**src/rtl/cpu_pkg.sv**
```systemverilog
// Shared types and constants for the memory address sequencer.
package cpu_pkg;

   typedef enum logic [1:0] {
      IDLE = 2'd0,
      WAIT = 2'd1,
      DONE = 2'd2
   } seq_state_e;

   localparam int unsigned VEC_BASE_DEF = 253;

   // Out-of-range exception codes fall onto the last vector slot.
   function automatic int unsigned vec_slot(input logic [1:0] code, input int unsigned num_vec);
      int unsigned c;
      c = {30'd0, code};
      return (c > num_vec - 1) ? num_vec - 1 : c;
   endfunction

endpackage

```
**src/rtl/src_mux.sv**
```systemverilog
// Combinational NUM_SRC-to-1 selector over a packed bus of DATA_W-bit sources.
module src_mux #(
   parameter  int DATA_W  = 32,
   parameter  int NUM_SRC = 2,
   localparam int SEL_W   = $clog2(NUM_SRC)
) (
   input  logic [SEL_W-1:0]          sel,
   input  logic [NUM_SRC*DATA_W-1:0] din,
   output logic [DATA_W-1:0]         dout
);

   // Unused select codes (non power-of-two NUM_SRC) return zero.
   always_comb begin
      dout = '0;
      for (int i = 0; i < NUM_SRC; i++) begin
         if (sel == SEL_W'(i)) dout = din[i*DATA_W +: DATA_W];
      end
   end

endmodule

```
**src/rtl/mem_addr_seq.sv**
```systemverilog
// Memory address sequencer: general address loads plus exception vector fetch.
// Define MEM_ADDR_SEQ_PEND_EN to queue one exception request arriving mid-fetch.
module mem_addr_seq
   import cpu_pkg::*;
#(
   parameter  int          DATA_W   = 32,
   parameter  int          NUM_SRC  = 2,
   parameter  int unsigned VEC_BASE = VEC_BASE_DEF,
   parameter  int unsigned NUM_VEC  = 3,
   parameter  int          MEM_LAT  = 1,
   localparam int          SEL_W    = $clog2(NUM_SRC)
) (
   input  logic                      clk,
   input  logic                      reset,
   input  logic [SEL_W-1:0]          sel_src,
   input  logic [NUM_SRC*DATA_W-1:0] src_data,
   input  logic                      addr_ld,
   input  logic                      exc_req,
   input  logic [1:0]                exc_code,
   input  logic [7:0]                mem_rdata,
   output logic [DATA_W-1:0]         addr_out,
   output logic                      busy,
   output logic [DATA_W-1:0]         vec_addr,
   output logic                      vec_valid
);

   localparam logic [2:0] LAT_LAST = 3'(MEM_LAT - 1);

   seq_state_e        state_q, state_d;
   logic [DATA_W-1:0] addr_q, addr_d;
   logic [DATA_W-1:0] vec_q, vec_d;
   logic              busy_q, busy_d;
   logic              valid_q, valid_d;
   logic [2:0]        cnt_q, cnt_d;
   logic [DATA_W-1:0] mux_out;
   logic              start;
   logic [1:0]        start_code;

`ifdef MEM_ADDR_SEQ_PEND_EN
   logic              pend_q, pend_d;
   logic [1:0]        pend_code_q, pend_code_d;
`endif

   src_mux #(
      .DATA_W  (DATA_W),
      .NUM_SRC (NUM_SRC)
   ) u_src_mux (
      .sel  (sel_src),
      .din  (src_data),
      .dout (mux_out)
   );

   always_comb begin
      state_d    = state_q;
      addr_d     = addr_q;
      vec_d      = vec_q;
      busy_d     = busy_q;
      valid_d    = 1'b0;
      cnt_d      = cnt_q;
      start      = 1'b0;
      start_code = exc_code;
`ifdef MEM_ADDR_SEQ_PEND_EN
      pend_d      = pend_q;
      pend_code_d = pend_code_q;
`endif

      case (state_q)
         IDLE: begin
`ifdef MEM_ADDR_SEQ_PEND_EN
            // A queued request goes first; a fresh one in the same cycle takes its place in the queue.
            if (pend_q) begin
               start       = 1'b1;
               start_code  = pend_code_q;
               pend_d      = exc_req;
               pend_code_d = exc_code;
            end else if (exc_req) begin
               start = 1'b1;
            end
`else
            start = exc_req;
`endif
            if (start) begin
               addr_d  = DATA_W'(VEC_BASE + vec_slot(start_code, NUM_VEC));
               busy_d  = 1'b1;
               cnt_d   = '0;
               state_d = WAIT;
            end else if (addr_ld) begin
               addr_d = mux_out;
            end
         end
         WAIT: begin
            if (cnt_q == LAT_LAST) begin
               vec_d   = DATA_W'(mem_rdata);
               valid_d = 1'b1;
               cnt_d   = '0;
               state_d = DONE;
            end else begin
               cnt_d = cnt_q + 3'd1;
            end
         end
         DONE: begin
            busy_d  = 1'b0;
            state_d = IDLE;
         end
         default: state_d = IDLE;
      endcase

`ifdef MEM_ADDR_SEQ_PEND_EN
      if (state_q != IDLE && exc_req && !pend_q) begin
         pend_d      = 1'b1;
         pend_code_d = exc_code;
      end
`endif
   end

   always_ff @(posedge clk) begin
      if (reset) begin
         state_q <= IDLE;
         addr_q  <= '0;
         vec_q   <= '0;
         busy_q  <= 1'b0;
         valid_q <= 1'b0;
         cnt_q   <= '0;
`ifdef MEM_ADDR_SEQ_PEND_EN
         pend_q      <= 1'b0;
         pend_code_q <= '0;
`endif
      end else begin
         state_q <= state_d;
         addr_q  <= addr_d;
         vec_q   <= vec_d;
         busy_q  <= busy_d;
         valid_q <= valid_d;
         cnt_q   <= cnt_d;
`ifdef MEM_ADDR_SEQ_PEND_EN
         pend_q      <= pend_d;
         pend_code_q <= pend_code_d;
`endif
      end
   end

   assign addr_out  = addr_q;
   assign busy      = busy_q;
   assign vec_addr  = vec_q;
   assign vec_valid = valid_q;

endmodule

```
**config.mk**
```make
export PLATFORM = sky130hd
export DESIGN_NAME = mem_addr_seq
export DESIGN_NICKNAME = d
export VERILOG_FILES = /design/src/rtl/cpu_pkg.sv /design/src/rtl/src_mux.sv /design/src/rtl/mem_addr_seq.sv
export SDC_FILE = /design/constraint.sdc
export NUM_CORES = 1
export LEC_CHECK = 0
export CAP_MARGIN = 20
export CELL_PAD_IN_SITES_DETAIL_PLACEMENT = 1
export CELL_PAD_IN_SITES_GLOBAL_PLACEMENT = 2
export CORE_UTILIZATION = 21
export DETAILED_ROUTE_END_ITERATION = 16
export PLACE_DENSITY = 0.79
export SLEW_MARGIN = 20
export SYNTH_ARGS = -nofsm -noshare
export SYNTH_HDL_FRONTEND = slang
export SYNTH_SLANG_ARGS = --single-unit
```
**constraint.sdc**
```tcl
create_clock -name clk -period 1.8 [get_ports clk]
set_clock_uncertainty 0.05 [all_clocks]
set_input_delay 0.36 -clock clk [delete_from_list [all_inputs] [get_ports clk]]
set_output_delay 0.36 -clock clk [all_outputs]
set_load 0.05 [all_outputs]
```
Word-level counts from Yosys, hierarchy flattened --
Index checks and enable logic that the tools add are counted.
Storage, ports and cells: register bits after elaboration 47, input port bits 79
Cells by class: magnitude comparators 1, $add $sub $neg 2, reductions and logical operators 11, eq/ne operators 4, multiplexer cells 13, bitwise gates (word level) 1
Operators with widths (count):
- $mux 32 | 3
- $reduce_and 2->1 | 5
- $add 8x2->9 const A | 1
- $mux 2 | 3
- $mux 3 | 2
- $pmux 3 s2 | 1
- $reduce_bool 2->1 | 3
- $ne 2x2->1 const B | 2
- $pmux 2 s2 | 1
- $add 3x1->3 const B | 1
- $logic_not 3->1 | 1
- $eq 2x1->1 const B | 1
- $eq 2x2->1 const B | 1
- $gt 2x2->1 const B | 1
- $logic_not 2->1 | 1
- $mux 1 | 2
- $pmux 1 s2 | 1
- $reduce_or 2->1 | 1
- $not 1->1 | 1

Longest topological paths before layout --
Gate-level depths: netlist of the first run.
depth in word-level cells 4, gate-level depth with buffers 6, mapped depth without buffers 5

By module --
Synthesis of the first run repeated with hierarchy kept, for this count alone.
Unflattened totals: cells, all modules 287, area total of the unflattened synthesis 2655.0 µm²
By module, submodules not included:
- mem_addr_seq | times used 1, area each 2110.8 µm², cells each 251
- src_mux | times used 1, area each 544.3 µm², cells each 36

Worst setup path before layout of the first run --
OpenSTA, ideal clock, no wires.
kind register -> register, from register state_q[0], to register addr_q[15], in the netlist addr_out[15], arrival time 1.483 ns, clock period less this slack 1.602 ns, slack 0.198 ns, cell stages (with the launch flop) 6, path through dfxtp_1 > or4b_4 > or2_1 > buf_6 > buf_12 > o2bb2ai_4
On the way: longest elaborated chain between the ends 2
Ends and longest elaborated chain:
- from (decl) | RTL line mem_addr_seq.sv:29 | seq_state_e state_q, state_d;
- from (signal assigned) | RTL line mem_addr_seq.sv:129 | state_q <= state_d;
- $logic_not 2->1 | RTL line mem_addr_seq.sv:67 | case (state_q)
- $reduce_and 2->1 (no source line)
- to (signal assigned) | RTL line mem_addr_seq.sv:130 | addr_q <= addr_d;
- to (decl) | RTL line mem_addr_seq.sv:30 | logic [DATA_W-1:0] addr_q, addr_d;
No other way between the ends. A chain may end at the register's enable or synchronous reset.

Final worst setup path of the first run --
from input port addr_ld, to register addr_q[27], in the netlist addr_out[27]
On the way: longest elaborated chain between the ends 2
Ends and longest elaborated chain:
- from (decl) | RTL line mem_addr_seq.sv:17 | input logic addr_ld,
- $reduce_bool 2->1 (no source line)
- $reduce_and 2->1 (no source line)
No other way between the ends.

==> results of run 1 <==
## power breakdown
group	total [mW]	switching [mW]	internal, mW	leakage [nW]
clock	1.06	0.403	0.655	0.0838
sequential	1.13	0.0348	1.10	0.384
combinational	0.823	0.494	0.329	1.07
## per-stage QoR
stage	instance area, um^2	setup WS, ns	power, mW	TNS [ns]	hold slack, ns
2_1_floorplan	2460	0.198	1.69	0	0.399
3_3_place_gp	3570	-0.221	1.97	-6.36	0.394
3_5_place_dp	3570	-0.259	1.99	-7.30	0.398
4_1_cts	3740	0.0468	3.07	0	0.416
5_1_grt	3740	0.0115	3.15	0	0.441
6_report	3740	0.0690	3.01	0	0.411
## flip-flops by register name, indices dropped and copies added (netlist names)
name and flops:
addr_out 32, vec_addr 8, cnt_q 3, state_q 2
busy 1, vec_valid 1
## final timing paths
path | depth (start not counted) | to | slack [ns]
max | 5 | addr_out[27] | 0.07
min | 2 | vec_addr[4] | 0.41
max reg2reg | 5 | vec_addr[1] | 0.21
min reg2reg | 2 | vec_addr[4] | 0.41
## kinds of logic after synthesis
family | after synthesis | share of synthesized area (%)
compound gates | 63 | 25.4
flops | 47 | 39.7
simple gates | 46 | 10.8
buf+inv | 45 | 12.8
mux | 24 | 10.1
fa+ha+maj | 2 | 1.06
other cells | 1 | 0.158
## area by class of cell
cell class	count	area (um^2)
Multi-Input combinational cell	159	1230
Clock buffer	5	125
Clock inverter	3	43.8
Fill cell	1256	7190
Timing Repair Buffer	132	1220
Inverter	3	11.3
Sequential cell	47	941
Tap cell	140	175
## worst max-delay path, cell delays in order
cell	delay (ns)
sky130_fd_sc_hd__clkdlybuf4s50_1	0.47
sky130_fd_sc_hd__or4b_4	0.47
sky130_fd_sc_hd__or2_1	0.26
sky130_fd_sc_hd__buf_12	0.18
sky130_fd_sc_hd__o2bb2ai_1	0.14
## cell usage in the layout, fill, tap and decap left out, drive strengths merged
cell type,n
clkinv,2
inv,3
buf,55
or4b,1
or4bb,1
dfxtp,47
nor4b,1
clkbuf,5
o21ai,1
a21oi,20
conb,24
nand2b,1
nor4,2
clkdlybuf4s50,77
ha,2
nand2,18
o21bai,1
and2,1
nor2b,10
mux2i,24
bufinv,1
a32oi,1
nand3,1
nor4bb,2
a22oi,1
o2bb2ai,24
and4b,1
nor2,5
or2,2
a211oi,15
## per-layer routing
layer  routed length (um)  track usage (%)
met3                  747             3.98
met1                 2870             13.8
met4                   60             2.90
met5                    0                0
met2                 3110             19.3
==> impl_summary.md, run 1 <==
Status
The run finished with clean final reports.

Yosys
The number of warnings printed during yosys synthesis is 0. The instance count of the mapped netlist is 228. The cell area after synthesis is ~2400 um^2. The average instance in the mapped netlist occupies 10.4 um^2.

Counting flops with a built-in enable in the synthesized netlist gives 0. The fraction of registers with async set/reset is 0%. Sequential elements use about two fifths of the synthesized area. The most instantiated flip-flop cell in the synthesis netlist is sky130_fd_sc_hd__dfxtp_1. By instance count, the leading cell after synthesis is sky130_fd_sc_hd__dfxtp_1.

The biggest area contributor in the post-synthesis netlist is sky130_fd_sc_hd__dfxtp_1. After synthesis, the cell types taking the most area are sky130_fd_sc_hd__dfxtp_1 (40%), sky130_fd_sc_hd__o2bb2ai_2 (11%), sky130_fd_sc_hd__mux2i_1 (10%), sky130_fd_sc_hd__buf_4 (7.6%), sky130_fd_sc_hd__a211oi_1 (4.7%). Counting flops and latches in the post-synthesis netlist gives 47. The area share of the largest cell type after synthesis is 39.7%. The commonest cells after synthesis are sky130_fd_sc_hd__dfxtp_1 (47), sky130_fd_sc_hd__buf_4 (24), sky130_fd_sc_hd__mux2i_1 (24).

The distinct cell type count after synthesis is 33.

Global route
The first-pass GRT wire length is between 10000 and 15000 um. The total track usage is 11.4%. Entering global routing, the biggest net connects 41 pins. The overall overflow remaining after global route is 0. The number of global-route vias before repair is around 2100.

The initial antenna violation count is 0.

Routing
The iteration count of the initial detailed-routing pass is 4. The average vias per placed instance is between 4 and 5. The via count is 2107.

The detailed-route DRC error count is 0. The detailed router finished its first iteration with 42 violations. The antenna violation net count after detailed routing is 0. Dividing the detail-routed wire length by the instance count gives ~14 um. Wires add up to 6780 um.

Power
The standby leakage power is roughly 1.5 nW. Across the VDD grid, the largest voltage drop is approximately 0.31 mV. In this run the power density over the cells is about 800 nW/um^2.

Timing
The number of pins with negative max-slew slack in the final report is 0. The hold violation count in the final report is 0. Setup violations remaining at the end of the flow were counted as 0. The clock period minus worst slack is about 1.7 ns.

Setup repair after global routing left no endpoint under its margin. Static timing analysis puts the maximum clock frequency at 578 MHz. In the finished design, the share of the clock period the worst path needs comes to just under 100%.

Floorplanning
Measured along the y axis, the die boundary spans 108 um. After floorplanning, the core was divided into 38 placement rows. The total I/O pin count is roughly 150. The area enclosed by the die boundary is ~12000 um^2. The floorplan step set the die width to between 100 and 150 um. For this configuration, the core starts out at a cell density of 21.7%. The core area is ~11000 um^2.

CTS
The number of sinks driven by the clock tree is 47. The total number of H-tree levels is 2. TritonCTS built the clock tree.

CTS placed an instance of sky130_fd_sc_hd__clkbuf_16 at the clock tree root. The clock insertion delay at the later pin of the skew report is 0.28 ns. In this run the post-CTS setup repair buffer count came out at 0.

The clock-pin slew of the registers on the worst-case setup and hold paths is approximately 0.07 ns. The maximum buffer depth of the clock tree is 2. The number of clock buffers added by TritonCTS is 5. In this run, post-CTS hold repair placed 0 buffers.

The number of cells upsized or downsized after cts is 0.

Setup path
Data on the critical path is required at its endpoint by approximately 2.0 ns. The type of origin of the critical path is a primary input. The worst setup path is captured at a flop. The critical path starts at addr_ld. Along the worst path, the maximum fanout reaches 24.

STA puts the critical path data arrival time at around 1.9 ns. The worst setup path category is primary input to flop. The worst register-to-register path begins at cnt_q[0].

Worst hold path
The worst hold path begins at vec_addr[4]. The worst hold-check path type is flop to flop.

Finish
The number of antenna repair diodes is 0. In the final layout, the share of cells above drive strength 1 is approximately 25%. Measured on the finished design, the core utilization comes to between 30% and 40%. The synthesis-to-finish area growth is 57.9%.

The final net count is ~430. The final instance count without filler cells is 489.

Placement
Once detailed placement completed, the half-perimeter wirelength came to roughly 5200 um. The number of placed instances, taps included is 481. The last weighted congestion value of the routability-driven placer is about 0.66. The number of buffers inserted by port buffering is between 100 and 150.

Job
The count of max-cap constraint violations is 0.
(Power assumes the default switching activity.)
==> inputs of run 2 (changes only) <==
==> constraint.sdc (replaced) <==
create_clock -name clk -period 1.8 [get_ports clk]
set_clock_uncertainty 0.05 [all_clocks]
set_input_delay 0.27 -clock clk [delete_from_list [all_inputs] [get_ports clk]]
set_output_delay 0.27 -clock clk [all_outputs]
set_load 0.05 [all_outputs]
==> impl_summary.md, run 2 (synthesis gave the netlist of run 1 again) <==
Floorplanning
The area enclosed by the die boundary is 11700 um^2 (unchanged). The starting density of the core is 21.7% (unchanged). The core area came to 10900 um^2 (unchanged). The total I/O pin count came to 145 (unchanged). The height of the die is 108 um (unchanged). The placement row count is 38 (unchanged). The width of the chip is 108 um (unchanged).

Placement
The number of buffers inserted by port buffering was 120 (unchanged). The last weighted congestion value of the routability-driven placer is 0.680 (+2.2%). The half-perimeter wire length after placement is 5230 um (+0.32%). The pre-CTS setup slack is -0.182 ns (+0.0770 ns).

Timing
The hold violation count in the final report is 0 (unchanged). The clock period minus worst slack was 1.73 ns (+0.00158 ns). The final number of setup-violating endpoints is 0 (unchanged). The smallest hold slack was 0.411 ns (-0.000387 ns). The summed negative setup slack over all endpoints was 0 ns (unchanged). Setup repair after global routing left no endpoint under its margin. The number of pins with negative max-slew slack in the final report is 0 (unchanged). The worst max-slew margin expressed relative to the limit is between 60% and 70%.

The final clock period utilization by the worst path is 96.3% (about the same). The minimum setup slack in the final design is 0.0674 ns (-0.00158 ns). The pin slew with the least headroom to its limit is between 0.5 and 0.6 ns. The maximum clock rate was 577 MHz (about the same).

Power
The power per cell area came to 795 nW/um^2 (-1.2%). The sequential share of power was 38.2% (+0.7 points). The design internal power is 2.07 mW (-0.38%). The switching component of the power is 0.893 mW (-4.1%).

The standby leakage power is 1.52 nW (-1.3%). The switching share of total power is 30.1% (-0.81 points). The overall power consumption is 2.97 mW (-1.5%). The clock share of power is 34.1% (-1.0 points). The maximum vdd drop is 0.332 mV (+7.2%).

The combinational share of power is 27.7% (+0.4 points).

Setup path
The nature of the critical path endpoint is a primary output. The data arrival time of the critical path was 1.41 ns (-0.49 ns). The critical path is of the flop to primary output type.

The buffers plus inverters on the worst setup path came to 1 (-1). The worst setup path is launched from a flop. Traced cell by cell, the critical path runs through clkdlybuf4s50_1. The library cell contributing the largest single delay on the critical path is sky130_fd_sc_hd__clkdlybuf4s50_1. The maximum single-stage delay on the critical path is 0.80 ns (+0.33 ns). The register-to-register setup slack is 0.14 ns (-0.07 ns). The dominant delay contributor by cell family on the critical path is buffers and inverters.

The critical path data required time came to 1.48 ns (-0.49 ns). The maximum fanout count along the critical path is 2 (-92%).

Finish
The share of the core filled with cells in the final layout was 34.1% (-0.11 points). The number of flip-flops under the largest register name is 32 (unchanged). The fraction of final layout cells sized beyond drive strength 1 came to 23.1% (-1.9 points). The top cell types in the final layout, fill and taps aside, are sky130_fd_sc_hd__clkdlybuf4s50_1 (80), sky130_fd_sc_hd__dfxtp_1 (47), sky130_fd_sc_hd__buf_4 (47), sky130_fd_sc_hd__mux2i_1 (24), sky130_fd_sc_hd__conb_1 (24). The area taken by flip-flops and latches is 941 um^2 (unchanged).

The number of antenna repair diodes is 0 (unchanged). The library cell used most frequently in the layout, excluding fill and tap cells, is sky130_fd_sc_hd__clkdlybuf4s50_1. Compared with the post-synthesis result, the final layout area differs by 57.4%.

The final-layout fill cell count is 1256 (unchanged). The multi-input logic area was 1230 um^2 (-0.20%). The final net count is 428 (-0.23%).

CTS
The number of sinks driven by the clock tree is 47 (unchanged). The total number of H-tree levels is 2 (unchanged). The number of setup buffers added after CTS is 0 (unchanged). The number of hold buffers added after cts came to 0 (unchanged). The number of cells upsized or downsized after cts is 0 (unchanged). The clock-pin slew of the registers on the worst-case setup and hold paths is 0.06 ns (about the same).

TritonCTS built the clock tree. The clock insertion delay at the later pin of the skew report is 0.28 ns (about the same). The total CTS buffers came to 5 (unchanged). The maximum buffer depth of the clock tree is 2 (unchanged). The cell chosen for the clock root is sky130_fd_sc_hd__clkbuf_16.

Routing
The antenna violation net count after detailed routing came to 0 (unchanged). The iteration-0 DRC count of the detailed router is 39 (-7.1%). The detailed-route DRC error count is 0 (unchanged).

The routed wirelength normalized by instance count is 13.9 um (+0.31%). The total wire length after detailed routing is 6780 um (-0.10%). The via count is 2077 (-1.4%). The iteration count of the initial detailed-routing pass was 3 (-1).

The average vias per placed instance is 4.26 (-1.0%).

Global route
The total track usage is 11.1% (-0.32 points). The pin count of the biggest net entering global routing was 41 (unchanged). The overall overflow remaining after global route came to 0 (unchanged). The initial antenna violation count is 0 (unchanged). The first-pass GRT wire length is 10300 um (-2.2%). The number of global-route vias before repair was 2075 (-1.3%).

Job
The count of max-cap constraint violations came to 0 (unchanged).

Worst hold path
The worst hold path belongs to the class flop to flop.

Status
The flow ran to the end, and the final reports show no timing, DRC or antenna violations.
## run 2: metal layers
layer	wire [um]	vias up	global-route usage [%]
met5	0	-	0
met4	24	0	2.22
met3	700	2	4.10
met2	3170	97	19.5
met1	2880	968	12.9
li1	-	1010	-
## run 2: power groups by stage
stage               registers (mW)  clock network, mW  logic [mW]
floorplan                     1.34                  0       0.356
global placement              1.16                  0       0.819
detailed placement            1.16                  0       0.830
CTS                           1.13               1.05       0.831
global route                  1.14               1.09       0.869
finish                        1.13               1.01       0.822
## run 2: stage by stage
step | instance area (um^2) | std cells
after floorplan | 2460 | 251
after global placement | 3570 | 480
after detailed placement | 3570 | 480
after CTS | 3730 | 487
after global routing | 3730 | 487
final | 3730 | 487
## run 2: path summary, 6_finish.rpt
path | depth (start not counted) | start | endpoint
min | 2 | vec_addr[4] | vec_addr[4]
max | 1 | vec_addr[3] | vec_addr[3]
max reg2reg | 4 | state_q[1] | addr_out[25]
min reg2reg | 2 | vec_addr[4] | vec_addr[4]
## run 2: cell type report
| class | count | area share (%) |
|---|---|---|
| clock buffer | 6 | 3.45 |
| clock inverter | 1 | 0.805 |
| inverter | 3 | 0.302 |
| multi-input combinational | 159 | 32.9 |
| sequential | 47 | 25.2 |
| tap | 140 | 4.69 |
| timing repair buffer | 131 | 32.7 |
## run 2: worst min-delay path: cells and delay by family, from the launching register on
| kind | cells | cell delay, ns |
|---|---|---|
| AO/OA/AOI/OAI | 1 | 0.05 |
| AND/OR/NAND/NOR | 1 | 0.05 |
| flip-flops | 1 | 0.31 |
